$ cat src/rtl/uart_tx_arb_if.sv
// Byte handshake bundle between the requesters, the arbiter and the UART
// transmitter byte port. The slave modport is the arbiter's view.
interface uart_tx_arb_if #(
   parameter int NREQ = 2
);
   logic [NREQ-1:0]   req_valid;
   logic [8*NREQ-1:0] req_data;
   logic [NREQ-1:0]   req_last;
   logic [NREQ-1:0]   req_ready;
   logic              tx_valid;
   logic [7:0]        tx_data;
   logic              tx_ready;

   modport master (
      output req_valid, req_data, req_last, tx_ready,
      input  req_ready, tx_valid, tx_data
   );

   modport slave (
      input  req_valid, req_data, req_last, tx_ready,
      output req_ready, tx_valid, tx_data
   );
endinterface

$ cat src/rtl/uart_tx_arb.sv
// Packet-level round-robin arbiter sharing one UART TX byte port among NREQ
// requesters. A grant is held until the owner delivers a byte flagged last.
// Optional watchdog: define UART_ARB_TIMEOUT_EN to revoke a grant whose owner
// has been idle (req_valid low) for TIMEOUT cycles.
//
// state   | meaning
// --------+--------------------------------------------------------------
// S_IDLE  | no owner; pick next requester round-robin from last_grant+1
// S_GRANT | grant_id owns the transmitter; bytes pass through unregistered
module uart_tx_arb #(
   parameter int NREQ    = 2,
   parameter int TIMEOUT = 1024
) (
   input  logic          clk,
   input  logic          reset,
   uart_tx_arb_if.slave  bus,
   output logic          busy,
   output logic [1:0]    grant_id,
   output logic          timeout_flag
);
   typedef enum logic {S_IDLE, S_GRANT} state_t;

   state_t      state, state_nxt;
   logic [1:0]  last_grant;
   logic [1:0]  pick;
   logic [3:0]  valid_pad;
   logic [3:0]  last_pad;
   logic [31:0] data_pad;
   logic        any_req;
   logic        xfer;
   logic        last_beat;
   logic        revoke;

   // Widen request vectors to the 4-requester maximum so a 2-bit grant_id
   // always indexes cleanly whatever NREQ is.
   assign valid_pad = 4'(bus.req_valid);
   assign last_pad  = 4'(bus.req_last);
   assign data_pad  = 32'(bus.req_data);
   assign any_req   = |bus.req_valid;
   assign xfer      = bus.tx_valid & bus.tx_ready;
   assign last_beat = xfer & last_pad[grant_id];

   // Round-robin scan: first valid requester after last_grant, wrapping.
   always_comb begin : pick_scan
      logic [1:0] idx;
      logic       found;
      pick  = '0;
      found = 1'b0;
      idx   = '0;
      for (int k = 1; k <= NREQ; k++) begin
         idx = 2'((int'(last_grant) + k) % NREQ);
         if (!found && valid_pad[idx]) begin
            pick  = idx;
            found = 1'b1;
         end
      end
   end

   // State register.
   always_ff @(posedge clk) begin
      if (reset) state <= S_IDLE;
      else       state <= state_nxt;
   end

   // Next-state logic; a last beat or a watchdog revoke ends the grant.
   always_comb begin
      state_nxt = state;
      case (state)
         S_IDLE:  if (any_req) state_nxt = S_GRANT;
         S_GRANT: if (last_beat || revoke) state_nxt = S_IDLE;
         default: state_nxt = S_IDLE;
      endcase
   end

   // Outputs: combinational pass-through of the owner's byte, zero data when idle.
   always_comb begin
      busy          = (state == S_GRANT);
      bus.tx_valid  = 1'b0;
      bus.tx_data   = '0;
      bus.req_ready = '0;
      if (state == S_GRANT) begin
         bus.tx_valid = valid_pad[grant_id];
         if (valid_pad[grant_id]) bus.tx_data = data_pad[{grant_id, 3'b000} +: 8];
         for (int i = 0; i < NREQ; i++) begin
            bus.req_ready[i] = (grant_id == 2'(i)) & bus.tx_ready;
         end
      end
   end

   // Grant bookkeeping: latch the winner on grant, remember it on release.
   always_ff @(posedge clk) begin
      if (reset) begin
         grant_id   <= '0;
         last_grant <= 2'(NREQ - 1);
      end else if (state == S_IDLE && any_req) begin
         grant_id <= pick;
      end else if (state == S_GRANT && (last_beat || revoke)) begin
         last_grant <= grant_id;
      end
   end

`ifdef UART_ARB_TIMEOUT_EN
   localparam int CNT_W = (TIMEOUT > 1) ? $clog2(TIMEOUT) : 1;

   logic [CNT_W-1:0] idle_cnt;
   logic             stalled;

   // Owner idle; a stalled tx_ready with valid high never counts.
   assign stalled = (state == S_GRANT) && !valid_pad[grant_id];
   // Stalled implies no transfer, so a last beat always wins over revoke.
   assign revoke  = stalled && (idle_cnt == CNT_W'(TIMEOUT - 1));

   // Watchdog counter and sticky revoke flag.
   always_ff @(posedge clk) begin
      if (reset) begin
         idle_cnt     <= '0;
         timeout_flag <= 1'b0;
      end else begin
         if (!stalled || revoke) idle_cnt <= '0;
         else                    idle_cnt <= idle_cnt + 1'b1;
         if (revoke) timeout_flag <= 1'b1;
      end
   end
`else
   logic unused_timeout;

   assign unused_timeout = ^TIMEOUT;
   assign revoke         = 1'b0;
   assign timeout_flag   = 1'b0;
`endif
endmodule

$ cat src/flat_wrapper.sv
// flat-port wrapper written by rule: the top's interface ports become plain ports
module uart_tx_arb_flat 
#(
   parameter int NREQ    = 2,
   parameter int TIMEOUT = 1024
)
  (clk, reset, busy, grant_id, timeout_flag, bus_req_valid, bus_req_data, bus_req_last, bus_tx_ready, bus_req_ready, bus_tx_valid, bus_tx_data);
  uart_tx_arb_if #(.NREQ(NREQ)) bus_i ();
  input  logic clk;
  input  logic reset;
  output logic busy;
  output logic [1:0] grant_id;
  output logic timeout_flag;
  input wire logic [$bits(bus_i.req_valid)-1:0] bus_req_valid;
  input wire logic [$bits(bus_i.req_data)-1:0] bus_req_data;
  input wire logic [$bits(bus_i.req_last)-1:0] bus_req_last;
  input wire logic [$bits(bus_i.tx_ready)-1:0] bus_tx_ready;
  output wire logic [$bits(bus_i.req_ready)-1:0] bus_req_ready;
  output wire logic [$bits(bus_i.tx_valid)-1:0] bus_tx_valid;
  output wire logic [$bits(bus_i.tx_data)-1:0] bus_tx_data;
  assign bus_i.req_valid = bus_req_valid;
  assign bus_i.req_data = bus_req_data;
  assign bus_i.req_last = bus_req_last;
  assign bus_i.tx_ready = bus_tx_ready;
  assign bus_req_ready = bus_i.req_ready;
  assign bus_tx_valid = bus_i.tx_valid;
  assign bus_tx_data = bus_i.tx_data;
  uart_tx_arb #(.NREQ(NREQ), .TIMEOUT(TIMEOUT)) u_core (.clk(clk), .reset(reset), .bus(bus_i), .busy(busy), .grant_id(grant_id), .timeout_flag(timeout_flag));
endmodule
$ cat config.mk
export PLATFORM = sky130hd
export DESIGN_NAME = uart_tx_arb_flat
export DESIGN_NICKNAME = d
export VERILOG_FILES = /design/src/rtl/uart_tx_arb_if.sv /design/src/rtl/uart_tx_arb.sv /design/src/flat_wrapper.sv
export SDC_FILE = /design/constraint.sdc
export NUM_CORES = 1
export LEC_CHECK = 0
export CAP_MARGIN = 0
export CORE_UTILIZATION = 25
export CTS_CLUSTER_SIZE = 30
export DETAILED_ROUTE_END_ITERATION = 8
export PLACE_DENSITY = 0.75
export SYNTH_ARGS = -nofsm -noshare
export SYNTH_HDL_FRONTEND = slang
export SYNTH_SLANG_ARGS = --single-unit
$ cat constraint.sdc
create_clock -name clk -period 1.5 [get_ports clk]
set_input_delay 0.225 -clock clk [delete_from_list [all_inputs] [get_ports clk]]
set_output_delay 0.225 -clock clk [all_outputs]
set_load 0.03 [all_outputs]
==> results of run 1 <==
stage by stage:
stage	power [W]	setup slack, ns
2_1_floorplan	0.000198	-0.109
3_3_place_gp	0.000297	-0.0587
3_5_place_dp	0.000297	-0.0668
4_1_cts	0.000449	0.00654
5_1_grt	0.000477	-0.0232
6_report	0.000444	0.0183
flip-flops by register name, summed over array words and instances (netlist names):
register           cells
u_core.busy            1
u_core.last_grant      1
u_core.grant_id        1
cell type report:
class	count	area, sq um
multi-input cells	36	248
well taps	14	17.5
flip-flops and latches	3	63.8
inverters	2	7.51
clock buffers	4	26.3
repair buffers	40	369
fillers	107	439
path summary, 6_finish.rpt:
check,from,end,slack [ns]
max,u_core.grant_id[0],bus_tx_data[7],0.02
min,bus_req_valid[1],u_core.last_grant[0],0.41
max reg2reg,u_core.grant_id[0],u_core.last_grant[0],0.30
min reg2reg,u_core.last_grant[0],u_core.grant_id[0],0.57
critical path, delay by kind of cell (launching register included):
family	cells	cell delay, ns
multiplexers	1	0.34
flip-flops	1	0.36
buffers and inverters	1	0.16
AND/OR/NAND/NOR	2	0.17
cells in the final DEF (no fill, tap or decap):
master / Yosys / final
o21ai_0: 1 / 1
nor2_1: 10 / 10
clkdlybuf4s50_1: 0 / 20
mux2i_1: 9 / 9
a21oi_1: 1 / 1
nand2_4: 0 / 2
conb_1: 1 / 2
nand2_2: 2 / 1
clkbuf_4: 0 / 3
nand2_1: 2 / 2
nor3_1: 1 / 1
a21o_1: 1 / 1
dlymetal6s2s_1: 0 / 2
o21a_1: 1 / 1
mux2_4: 1 / 1
buf_8: 0 / 1
buf_4: 3 / 16
a311o_1: 1 / 1
dfxtp_1: 3 / 2
dlygate4sd2_1: 0 / 1
nand3b_1: 1 / 1
a211oi_1: 1 / 1
clkbuf_1: 0 / 1
inv_1: 2 / 2
and3_1: 1 / 1
dfxtp_4: 0 / 1
routing by layer:
layer  vias up  global-route usage [%]
met5         -                       0
met2        29                    25.4
met3         0                    8.14
met1       183                    18.0
li1        231                       -
met4         0                    9.82
power groups by stage:
stage	combinational [W]	clock (W)	sequential [W]
floorplan	0.0000993	0	0.0000986
global placement	0.000207	0	0.0000900
detailed placement	0.000207	0	0.0000905
CTS	0.000216	0.000144	0.0000897
global route	0.000232	0.000155	0.0000895
finish	0.000218	0.000137	0.0000890
cells by family (layout without fill, tap and decap cells):
| logic type | Yosys count | count (layout) | share of synthesized area, % |
|---|---|---|---|
| and+or+nand+nor | 17 | 18 | 23.2 |
| other | 1 | 2 | 1.14 |
| AOI/OAI and AO/OA | 6 | 6 | 12.9 |
| muxes | 10 | 10 | 31.9 |
| buffers and inverters | 6 | 46 | 12.5 |
| DFF | 3 | 3 | 18.3 |
repair_timing:
action,CTS,global route
gates resized for setup,4,5
pin swaps,1,1
buffers inserted,0,1
setup endpoints to repair,9,9
gates cloned,1,0
==> flow_summary.yaml, run 1 <==
clock_network:
  postCtsHoldBufs: 0
  clockBufferDepth: 2
  clockRootBuffer: "clkbuf_4"
  cts.clk_slew.worst_paths_ns: 0.04
  clock_latency_ns: 0.23
  htree_levels: 1
  cts_buffers: 3
  cts_sinks: 3
  cts_tree: "done"
detailed_routing:
  initialDrtViolationCount: 4
  vias: 443
  met1_length_um: 439
  met3_length_um: 146
  finalWirelength_mm: 1.07
  wl_per_cell_um: 10.8
  ant_nets: 0
  highest_layer: "met3"
  firstDrtPassIters: 4
  route.detailed.drc: 0
  vias_per_cell: 4.47
  wl_met2_um: 485
timing:
  rsz0062_at_grt: "yes"
  setup_tns_ns: 0
  hold_ws_ns: 0.414
  finalSetupViolCount: 0
  fin_skew_ns: 0.00343
  period_share_pct: 98.8
  report.final.slew_viol_count: 0
  fin_crit_ns: 1.48
  hold_viol: 0
  clock.fmax_ghz: 0.675
critical_path:
  slowest_stage: "dfxtp_4"
  critPathMaxFanout: 5
  path_cells: "mux2_4 > nand2_4 > nor2_1 > buf_4"
  start_kind: "flip-flop"
  critical_path_class: "flip-flop to primary output"
  endpoint_kind: "primary output"
  reg2reg_depth: 4
  crit_required_ns: 1.27
  worstPathArrival_ns: 1.26
  cp_slowest_stage_delay_ns: 0.36
synthesis:
  ys_seq_elements: 3
  synth.most_common_cell: "nor2_1"
  synthTopCellsByCount: "nor2_1, mux2i_1, buf_4, dfxtp_1"
  synth_edf_count: 0
  synthArstFlopShare_pct: 0
  synth_top_cells_by_area: "mux2i_1, dfxtp_1, nor2_1"
  yosys_warnings: 0
  yosysUniqueCellTypes: 19
  ys.flop_type: "dfxtp_1"
  synth.top_cell.area_share_pct: 27.4
  netlist.top_cell.by_area: "mux2i_1"
  synthesis.area_sq_um: 329
  netlist_instances: 43
  avgSynthCellArea_sq_um: 7.65
  ys_seq_area_share_pct: 18.3
cells_and_area:
  finalInstanceArea_sq_um: 732
  final_layout_size_suffix_gt1_share_pct: 29.4
  final_nets: 109
  antennaDiodeCount: 0
  final_util_pct: 62.5
  syn2layout_area_growth_pct: 122
  fin_cells: 99
power:
  power.density_nw_per_um2: 606
  p_comb_share_pct: 49.1
  p_sw_share_pct: 32.9
  pwr-share-clk_pct: 30.8
  p_leak_nw: 0.356
  p_int_w: 0.000298
  max-vdd-ir-drop_v: 0.000488
  power_switching_w: 0.000146
  seqPwrFrac_pct: 20.1
floorplan:
  fp.dieArea_sq_um: 1470
  dieWidth_um: 38.3
  start_util_pct: 28.1
  fp-row-count: 12
  core_sq_um: 1170
  die_height_um: 38.3
  ios: 38
grt:
  grt_pass1_wl_mm: 1.65
  antenna_found_initial: 0
  grt.overflow.total: 0
  grt_pass1_vias: 397
  track_usage_pct: 16.5
  grt_max_degree: 14
status:
  status: "finished, final reports clean"
placement:
  post-dp-hpwl_um: 780
  placed_cell_area_sq_um: 667
  dp.cells: 93
  gp_congestion: 0.746
  port_buffers: 35
worst_hold_path:
  min_path_type: "input port to flip-flop"
  worstHoldPathCells: 3
flow_run:
  drv_cap: 0
Power figures use the tool's default switching activity.
==> run 2: changes to the inputs <==
--- a/config.mk
+++ b/config.mk
@@ -7,6 +7,7 @@
 export LEC_CHECK = 0
 export CAP_MARGIN = 0
 export CORE_UTILIZATION = 25
+export CTS_CLUSTER_DIAMETER = 200
 export CTS_CLUSTER_SIZE = 30
 export DETAILED_ROUTE_END_ITERATION = 8
 export PLACE_DENSITY = 0.75
==> results of run 2 <==
No change in the layout: final DEF, timing and power equal those of run 1.
==> run 3: changes to the inputs <==
--- a/config.mk
+++ b/config.mk
@@ -6,11 +6,11 @@
 export NUM_CORES = 1
 export LEC_CHECK = 0
 export CAP_MARGIN = 0
-export CORE_UTILIZATION = 25
+export CORE_UTILIZATION = 23
 export CTS_CLUSTER_DIAMETER = 200
 export CTS_CLUSTER_SIZE = 30
 export DETAILED_ROUTE_END_ITERATION = 8
-export PLACE_DENSITY = 0.75
+export PLACE_DENSITY = 0.74
 export SYNTH_ARGS = -nofsm -noshare
 export SYNTH_HDL_FRONTEND = slang
 export SYNTH_SLANG_ARGS = --single-unit
==> constraint.sdc (replaced) <==
create_clock -name clk -period 1.2 [get_ports clk]
set_input_delay 0.18 -clock clk [delete_from_list [all_inputs] [get_ports clk]]
set_output_delay 0.18 -clock clk [all_outputs]
set_load 0.03 [all_outputs]
==> flow_summary.yaml, run 3 (same netlist as run 1, synthesis figures left out) <==
timing:
  period_share_pct: 121
  report.final.slew_viol_count: 0
  setup_ws_ns: -0.253
  rsz0062_at_grt: "yes"
  finalSetupViolCount: 12
  clock.fmax_ghz: 0.688
  fin_skew_ns: 0.00466
  fin_crit_ns: 1.45
  hold_viol: 0
worst_hold_path:
  worstHoldPathCells: 4
  min_to: "u_core.grant_id[0]"
  min_path_type: "input port to flip-flop"
  min_from: "bus_req_valid[0]"
detailed_routing:
  ant_nets: 0
  wl_per_cell_um: 11.9
  initialDrtViolationCount: 3
  route.detailed.drc: 0
  finalWirelength_mm: 1.24
  vias: 479
  vias_per_cell: 4.61
  firstDrtPassIters: 2
power:
  p_leak_nw: 0.383
  finalPower_w: 0.000698
  max-vdd-ir-drop_v: 0.000348
  power.density_nw_per_um2: 708
clock_network:
  postCtsHoldBufs: 0
  clockBufferDepth: 2
  clockRootBuffer: "clkbuf_4"
  cts_buffers: 3
  cts_sinks: 3
  htree_levels: 1
  cts_tree: "done"
  cts.clk_slew.worst_paths_ns: 0.04
  clock_latency_ns: 0.24
cells_and_area:
  syn2layout_area_growth_pct: 200
  layout_common_cells: "clkdlybuf4s50_1, buf_6, buf_4, nor2_4, mux2i_4"
  antennaDiodeCount: 0
  seqCellArea_sq_um: 67.6
  fillCellCount: 99
  mostFrequentLayoutCell: "clkdlybuf4s50_1"
  final_util_pct: 74.9
  multi_input_area_sq_um: 420
  final_layout_size_suffix_gt1_share_pct: 56.2
  finalInstanceArea_sq_um: 987
  final_nets: 113
grt:
  grt_max_degree: 8
  antenna_found_initial: 0
  grt.overflow.total: 0
  grt_pass1_vias: 425
  track_usage_pct: 18.4
  grt_pass1_wl_mm: 1.80
placement:
  placed_cell_area_sq_um: 773
  post-dp-hpwl_um: 826
  port_buffers: 35
  gp_congestion: 0.715
critical_path:
  critical_path_class: "flip-flop to primary output"
  critPathMaxFanout: 5
  path_cells: "mux2_4 > nand2_8 > nor2_4 > buf_6"
  reg2reg_setup_slack_ns: -0.08
  cp_top_family: "flip-flops"
  worstPathArrival_ns: 1.27
  crit_buf_inv: 1
  reg2reg_depth: 5
  reg2reg_from: "u_core.grant_id[0]"
  start_kind: "flip-flop"
  reg2reg_to: "u_core.last_grant[0]"
  crit_required_ns: 1.02
  endpoint_kind: "primary output"
  cp_slowest_stage_delay_ns: 0.37
  slowest_stage: "dfxtp_4"
status:
  violations: "setup timing"
  status: "finished, violations left"
flow_run:
  drv_cap: 0
floorplan:
  die_height_um: 39.8
  fp-row-count: 13
  core_sq_um: 1320
  fp.dieArea_sq_um: 1590
  ios: 38
  dieWidth_um: 39.8
  start_util_pct: 25.0
==> run 3: cell count changes in the layout (fill, tap and decap cells not counted), moves of 2 or more <==
cell and change:
nand2_8 +2, nand2_4 -2, buf_4 -7, dlymetal6s2s_1 -2, mux2i_4 +7, buf_6 +11, nor2_4 +8, mux2i_1 -8
nor2_1 -9
==> run 3: worst max path at each step <==
| stage | from | end | slack, ns | depth (start not counted) |
|---|---|---|---|---|
| 2_1_floorplan | u_core.grant_id[0] | bus_tx_data[0] | -0.07 | 4 |
| 3_3_place_gp | bus_req_valid[0] | bus_tx_data[1] | -0.35 | 5 |
| 3_5_place_dp | bus_req_valid[0] | bus_tx_data[1] | -0.36 | 5 |
| 4_1_cts | u_core.grant_id[0] | bus_tx_data[1] | -0.25 | 4 |
| 5_1_grt | u_core.grant_id[0] | bus_tx_data[5] | -0.30 | 4 |
| 6_report | u_core.grant_id[0] | bus_tx_data[5] | -0.25 | 4 |
==> run 3: worst min-delay path: stages <==
cell and delay [ns]:
dlygate4sd2_1 0.30, nand2_1 0.08, nand3b_1 0.08, a21oi_1 0.07
==> run 3: power breakdown <==
group	leakage, nW	switching (W)	internal, W
Sequential	0.0259	0.0000143	0.000106
Clock	0.0150	0.0000582	0.000125
Combinational	0.343	0.000184	0.000212
==> run 3: what timing repair did <==
action,4_1_cts,5_1_grt
endpoints found under the setup margin,11,12
cloned,1,0
gates resized for setup,28,4
setup buffers,1,1
pin swaps,1,1
==> run 3: routing by layer <==
metal | routed length [um] | up-vias | GRT usage (%)
li1 | - | 236 | -
met1 | 471 | 210 | 20.5
met2 | 633 | 29 | 31.1
met3 | 106 | 4 | 4.55
met4 | 29 | 0 | 10.3
met5 | 0 | - | 0
==> run 3: per-stage QoR <==
| stage | setup TNS, ns | setup slack, ns | hold slack, ns | cells |
|---|---|---|---|---|
| final | -2.43 | -0.253 | 0.505 | 104 |
| after CTS | -2.38 | -0.254 | 0.493 | 103 |
| after detailed placement | -3.59 | -0.360 | 0.565 | 97 |
| after global routing | -2.96 | -0.298 | 0.529 | 104 |
| after floorplan | -0.583 | -0.0654 | 0.239 | 44 |
| after global placement | -3.47 | -0.346 | 0.571 | 97 |
==> run 3: area by class of cell <==
| cell class | instances | share of cell area [%] |
|---|---|---|
| inverter | 2 | 1.01 |
| clock buffer | 4 | 2.66 |
| timing repair buffer | 44 | 45.0 |
| multi-input combinational | 36 | 42.6 |
| sequential | 3 | 6.84 |
| tap | 15 | 1.90 |
